## src/rtl/bcd_conv8b_if.sv

```systemverilog
// Bus bundle for bcd_conv8b: conversion request, upstream binary value and
// carry, plus the BCD result and status flags.
//   master : drives start, bin_in, cout_in; observes bcd_out, busy, done, ovf
//   slave  : the converter side
interface bcd_conv8b_if;
    logic        start;
    logic [7:0]  bin_in;
    logic        cout_in;
    logic [11:0] bcd_out;
    logic        busy;
    logic        done;
    logic        ovf;

    modport master (
        output start, bin_in, cout_in,
        input  bcd_out, busy, done, ovf
    );

    modport slave (
        input  start, bin_in, cout_in,
        output bcd_out, busy, done, ovf
    );
endinterface

```

## src/rtl/bcd_conv8b.sv

```systemverilog
// 8-bit binary to 3-digit BCD converter using sequential double dabble.
// One shift per clock; 8 shifts per conversion. Also keeps a sticky
// overflow flag fed by the upstream counter/adder carry-out.
//   clk   : single clock, rising edge
//   rst_n : asynchronous active-low reset
//   bus   : slave side of bcd_conv8b_if
//           start   - conversion request, sampled only in IDLE
//           bin_in  - binary value, captured when start is accepted
//           cout_in - upstream carry, sets ovf on any edge
//           bcd_out - {hundreds, tens, ones}, held until the next result
//           busy    - high whenever the FSM is not IDLE
//           done    - one-cycle pulse with a fresh bcd_out
//           ovf     - sticky carry flag, cleared by an accepted start
//
// state | meaning
// IDLE  | waiting for start
// SHIFT | one double-dabble step per cycle, 8 steps
// DONE  | result published; back to IDLE, or recapture when CONT_MODE=1
module bcd_conv8b #(
    parameter bit CONT_MODE = 1'b0
) (
    input logic         clk,
    input logic         rst_n,
    bcd_conv8b_if.slave bus
);

    typedef enum logic [1:0] {IDLE, SHIFT, DONE} state_t;

    state_t      state;
    logic [11:0] scratch;
    logic [7:0]  sreg;
    logic [2:0]  cnt;
    logic [11:0] bcd_q;
    logic        busy_q;
    logic        done_q;
    logic        ovf_q;

    logic [11:0] adj;
    logic [11:0] scratch_next;
    logic        accept;

    // Add 3 to any digit >= 5 so that the following left shift carries
    // correctly into the next decimal digit.
    always_comb begin
        adj = scratch;
        for (int i = 0; i < 3; i++) begin
            if (scratch[i*4 +: 4] >= 4'd5)
                adj[i*4 +: 4] = scratch[i*4 +: 4] + 4'd3;
        end
        scratch_next = {adj[10:0], sreg[7]};
    end

    assign accept = (state == IDLE) && bus.start;

    always_ff @(posedge clk or negedge rst_n) begin
        if (!rst_n) begin
            state   <= IDLE;
            scratch <= '0;
            sreg    <= '0;
            cnt     <= '0;
            bcd_q   <= '0;
            busy_q  <= 1'b0;
            done_q  <= 1'b0;
            ovf_q   <= 1'b0;
        end else begin
            done_q <= 1'b0;
            case (state)
                IDLE: begin
                    if (bus.start) begin
                        sreg    <= bus.bin_in;
                        scratch <= '0;
                        cnt     <= '0;
                        busy_q  <= 1'b1;
                        state   <= SHIFT;
                    end
                end
                SHIFT: begin
                    scratch <= scratch_next;
                    sreg    <= {sreg[6:0], 1'b0};
                    cnt     <= cnt + 3'd1;
                    if (cnt == 3'd7) begin
                        bcd_q  <= scratch_next;
                        done_q <= 1'b1;
                        state  <= DONE;
                    end
                end
                DONE: begin
                    if (CONT_MODE) begin
                        sreg    <= bus.bin_in;
                        scratch <= '0;
                        cnt     <= '0;
                        state   <= SHIFT;
                    end else begin
                        busy_q <= 1'b0;
                        state  <= IDLE;
                    end
                end
                default: begin
                    busy_q <= 1'b0;
                    state  <= IDLE;
                end
            endcase

            // A carry on the same edge as an accepted start keeps ovf set.
            if (bus.cout_in)
                ovf_q <= 1'b1;
            else if (accept)
                ovf_q <= 1'b0;
        end
    end

    assign bus.bcd_out = bcd_q;
    assign bus.busy    = busy_q;
    assign bus.done    = done_q;
    assign bus.ovf     = ovf_q;

endmodule

```

## src/flat_wrapper.sv

```systemverilog
// flat-port wrapper written by rule: the top's interface ports become plain ports
module bcd_conv8b_flat 
#(
    parameter bit CONT_MODE = 1'b0
)
  (clk, rst_n, bus_start, bus_bin_in, bus_cout_in, bus_bcd_out, bus_busy, bus_done, bus_ovf);
  bcd_conv8b_if bus_i ();
  input logic clk;
  input logic rst_n;
  input wire logic [$bits(bus_i.start)-1:0] bus_start;
  input wire logic [$bits(bus_i.bin_in)-1:0] bus_bin_in;
  input wire logic [$bits(bus_i.cout_in)-1:0] bus_cout_in;
  output wire logic [$bits(bus_i.bcd_out)-1:0] bus_bcd_out;
  output wire logic [$bits(bus_i.busy)-1:0] bus_busy;
  output wire logic [$bits(bus_i.done)-1:0] bus_done;
  output wire logic [$bits(bus_i.ovf)-1:0] bus_ovf;
  assign bus_i.start = bus_start;
  assign bus_i.bin_in = bus_bin_in;
  assign bus_i.cout_in = bus_cout_in;
  assign bus_bcd_out = bus_i.bcd_out;
  assign bus_busy = bus_i.busy;
  assign bus_done = bus_i.done;
  assign bus_ovf = bus_i.ovf;
  bcd_conv8b #(.CONT_MODE(CONT_MODE)) u_core (.clk(clk), .rst_n(rst_n), .bus(bus_i));
endmodule
```

## config.mk

```make
export PLATFORM = sky130hd
export DESIGN_NAME = bcd_conv8b_flat
export DESIGN_NICKNAME = d
export VERILOG_FILES = /design/src/rtl/bcd_conv8b_if.sv /design/src/rtl/bcd_conv8b.sv /design/src/flat_wrapper.sv
export SDC_FILE = /design/constraint.sdc
export NUM_CORES = 1
export LEC_CHECK = 0
export BUFFER_PORTS_ARGS = -buffer_cell sky130_fd_sc_hd__buf_2
export CORE_ASPECT_RATIO = 1.1
export CORE_MARGIN = 4
export CORE_UTILIZATION = 37
export DETAILED_ROUTE_END_ITERATION = 16
export HOLD_SLACK_MARGIN = 0.05
export PLACE_DENSITY = 0.54
export SETUP_SLACK_MARGIN = 0.3
export SLEW_MARGIN = 20
export SYNTH_ARGS = -nofsm -noshare
export SYNTH_HDL_FRONTEND = slang
export SYNTH_SLANG_ARGS = --single-unit
```

## constraint.sdc

```tcl
create_clock -name clk -period 2.6 [get_ports clk]
set_input_delay 0.65 -clock clk [delete_from_list [all_inputs] [get_ports clk]]
set_output_delay 0.65 -clock clk [all_outputs]
set_load 0.01 [all_outputs]
```

Word-level counts from Yosys, hierarchy flattened
Cells that the tools add are included.
- multiplexer cells: 18
- order comparisons: 3
- bitwise logic cells: 1
- reduce and logical (&&, ||, !) cells: 8
- eq/ne operators: 4
- $add $sub $neg: 4
- operators with widths (kind ; count):
    one-hot mux 12 bit (2 select lines) ; 1
    one-hot mux 8 bit (2 select lines) ; 1
    >= comparator 4 x 3 -> 1 bit (second input constant) ; 3
    2-to-1 mux 12 bit ; 1
    adder 4 x 2 -> 4 bit (second input constant) ; 2
    2-to-1 mux 4 bit ; 2
    2-to-1 mux 8 bit ; 1
    AND reduction 2 bit ; 4
    2-to-1 mux 3 bit ; 2
    one-hot mux 3 bit (2 select lines) ; 1
    2-to-1 mux 1 bit ; 5
    2-to-1 mux 2 bit ; 2
    one-hot mux 2 bit (2 select lines) ; 1
    nonzero test 2 bit ; 2
    adder 3 x 1 -> 3 bit (second input constant) ; 1
    adder 3 x 2 -> 3 bit (second input constant) ; 1
    == test 3 bit (second input constant) ; 1
    == test 2 x 1 -> 1 bit (second input constant) ; 1
    zero test 2 bit ; 1
    != test 2 x 1 -> 1 bit (second input constant) ; 1
    != test 2 bit (second input constant) ; 1
    one-hot mux 1 bit (2 select lines) ; 1
    logical AND 1 bit ; 1
    NOT 1 bit ; 1
- bits in registers: 40

Depth between registers and ports, before layout
- depth after elaboration: 4
- gate-level depth with buffers: 6
- mapped depth without buffers: 6

Worst setup path before layout
Ideal clock, no wire load.
- kind: register to register
- from: register u_core.scratch[4]
- to: register u_core.scratch[6]
- path slack: 1.165 ns
- required time: 2.517 ns
- buffers on the path: 0
- stages on the path, launching flop included: 7
- setup time: 0.083 ns
- data arrival time: 1.353 ns
- path through: dfrtp_1 inv_1 ha_1 nand2b_1 a21oi_2 mux2_4 o21ai_0
- longest elaborated chain between the ends: 3
- RTL lines (what ; line ; RTL):
    start, declared ; bcd_conv8b.sv:30 ; logic [11:0] scratch;
    start signal, assigned ; bcd_conv8b.sv:78 ; scratch <= scratch_next;
    adder 4 x 2 -> 4 bit / >= comparator 4 x 3 -> 1 bit (equally long branches) ; bcd_conv8b.sv:48, bcd_conv8b.sv:47 ;
    2-to-1 mux 4 bit (*) ; bcd_conv8b.sv:47 ; if (scratch[i*4 +: 4] >= 4'd5)
    one-hot mux 12 bit (2 select lines) (*) ; bcd_conv8b.sv:67 ; case (state)
Every way passes the cells marked *; elsewhere a longest branch is shown, timed or not.
A chain may end at the register's enable or synchronous reset.

Worst setup path in the final report
- from: register u_core.scratch[0]
- to: register u_core.scratch[2]
The elaborated chain is that of the path after synthesis.

==> reports/results.tsv <==
metric	value	unit
period_minus_slack	1.61	ns
firstDrtPassIters	4	
htreeDepth	2	
final_max_slew_viol_count	0	
ys_types	33	
final_cells	257	
cp-start-kind	flip-flop	
powerDensity	1220	nW/um^2
antenna_cells	0	
yosysWarnings	0	
cts_tree	yes	
worstSkewPairLatency	0.29	ns
postCtsSetupRepairBufs	0	
drt_iter0_drc	61	
maxCapViolations	0	
finalPower	2.55	mW
drive_above_1_share	23.4	%
grt_setup_unrepaired	no	
vias_per_cell	4.98	
end_kind	flip-flop	
path_max_fanout	4	
ctsResizeCount	0	
cts_sinks	40	
place_congestion	0.770	
syn_area	1860	um^2
dp.cells	249	
clockRootBuffer	clkbuf_8	
grt_overflow	0	
worst_ep_required_time	2.81	ns
layout.nets	220	
antenna_found_initial	0	
critical_path_arrival	1.82	ns
die_h	82.4	um
ys.flop_type	dfrtp_1	
grt_max_degree	41	
vdd_ir_drop_max	0.443	mV
rows	26	
grt_pass1_vias	1329	
slew_headroom	41.4	%
setup_viol	0	
clk_pin_slew	0.08	ns
synth_top_area_share	53.7	%
worst_pin_slew	0.879	ns
synth-seq-cells	40	
post_drt_wl_per_cell	13.3	um
core	4750	um^2
ios	27	
ys_seq_area_share	53.7	%
ys_top_cells_by_area	dfrtp_1 (54%), o21ai_0 (6.4%), nand2_1 (5.6%), ha_1 (5.4%), a22oi_1 (2.4%)	
grt_pass1_wl	6090	um
hp-class	in -> async	
syn_area_per_cell	10.7	um^2
setup-tns-final	0	ns
grt_usage	12.9	%
dieArea	6240	um^2
totalWireLength	3420	um
die_width	75.7	um
syn_nets	194	
start_util	39.2	%
status	finished clean	
async_reset_ff_share	100	%
ff2ff_path_depth	6	
vias	1280	
drc	0	
post-synth-top-count-cell	dfrtp_1	
leakagePower	0.979	nW
numCtsBuffers	5	
worst-setup-path-type	reg -> reg	
post-dp-hpwl	2390	um
yosys-top-cells-count	dfrtp_1 (40), nand2_1 (28), o21ai_0 (24)	
areaGrowthSynthToFinish	12.5	%
cts_buffer_depth	2	
yosysTopAreaCell	dfrtp_1	
fin_worst_skew	0.00993	ns
clock.fmax	620	MHz
fin_crit_sh	62.1	%
synth-edff-count	0	
ant_nets	0	
synth_cells	174	
port-buffer-count	26	
holdBufCountCts	0	
hold_viol	0	
==> area by class of cell <==
class                           instances  area, um^2
Timing Repair Buffer                   26         130
Multi-Input combinational cell        118         769
Sequential cell                        40        1000
Fill cell                             465        2650
Clock buffer                            8        90.1
Inverter                                9        35.0
Tap cell                               56        70.1
==> worst paths after layout <==
path	start	endpoint	slack [ns]
max	u_core.scratch[0]	u_core.scratch[2]	0.99
min in group clk	u_core.bus.ovf	u_core.bus.ovf	0.48
max reg2reg	u_core.scratch[0]	u_core.scratch[2]	0.99
min reg2reg	u_core.bus.ovf	u_core.bus.ovf	0.48
min	rst_n	u_core.bus.bcd_out[2]	0.47
max in group asynchronous	rst_n	u_core.bus.bcd_out[0]	1.57
==> state kept, by name (all words and copies together) (netlist names) <==
name and count:
u_core.state 2, u_core.bus.bcd_out 12, u_core.scratch 12, u_core.bus.done 1
u_core.bus.ovf 1, u_core.sreg 8, u_core.cnt 3, u_core.bus.busy 1
==> layer usage <==
layer	part of all wire (%)	up-vias	GRT usage, %
met5	0	-	0
met4	0.85	0	4.90
met3	5.8	4	4.00
met2	46	26	21.0
met1	47	599	16.0
li1	-	651	-
==> critical path: stages (launching register included) <==
cell      delay, ns
dfrtp_1        0.43
inv_1          0.11
ha_1           0.23
nand2b_1       0.11
a21oi_2        0.21
mux2_4         0.32
o21ai_0        0.14
==> stage by stage <==
step	cell area [um^2]	hold WS [ns]	setup WS (ns)	util [%]
floorplan	1860	0.354	1.16	-
global placement	2010	0.459	0.972	42.2
detailed placement	2010	0.466	0.899	42.2
CTS	2100	0.485	0.969	44.1
global route	2100	0.513	0.798	44.1
finish	2100	0.473	0.987	44.1
==> placed cells by master, fill, tap and decap left out, types with 4 or more instances in the layout <==
cell type / n
dfrtp_1: 40
nand2_1: 28
buf_2: 26
o21ai_0: 24
inv_1: 8
ha_1: 8
a22oi_1: 6
clkbuf_8: 6
nor2_1: 5
o21ai_1: 5
a21oi_1: 4
nand2b_1: 4
==> kinds of logic (layout without fill, tap and decap cells) <==
family / count (synthesis) / count (layout) / synth area share [%]
DFF: 40 / 40 / 53.7
xor gates and xnor gates: 3 / 3 / 1.41
adders and majority gates: 8 / 8 / 5.37
and+or+nand+nor: 49 / 49 / 13.2
buffers and inverters: 16 / 43 / 4.97
AOI/OAI and AO/OA: 54 / 54 / 18.3
muxes: 4 / 4 / 3.02
==> power breakdown <==
group / internal [mW] / leakage, nW / switching (mW)
Clock: 0.217 / 0.0455 / 0.204
Combinational: 0.479 / 0.429 / 0.573
Sequential: 0.883 / 0.504 / 0.198
(Power assumes the default switching activity.)
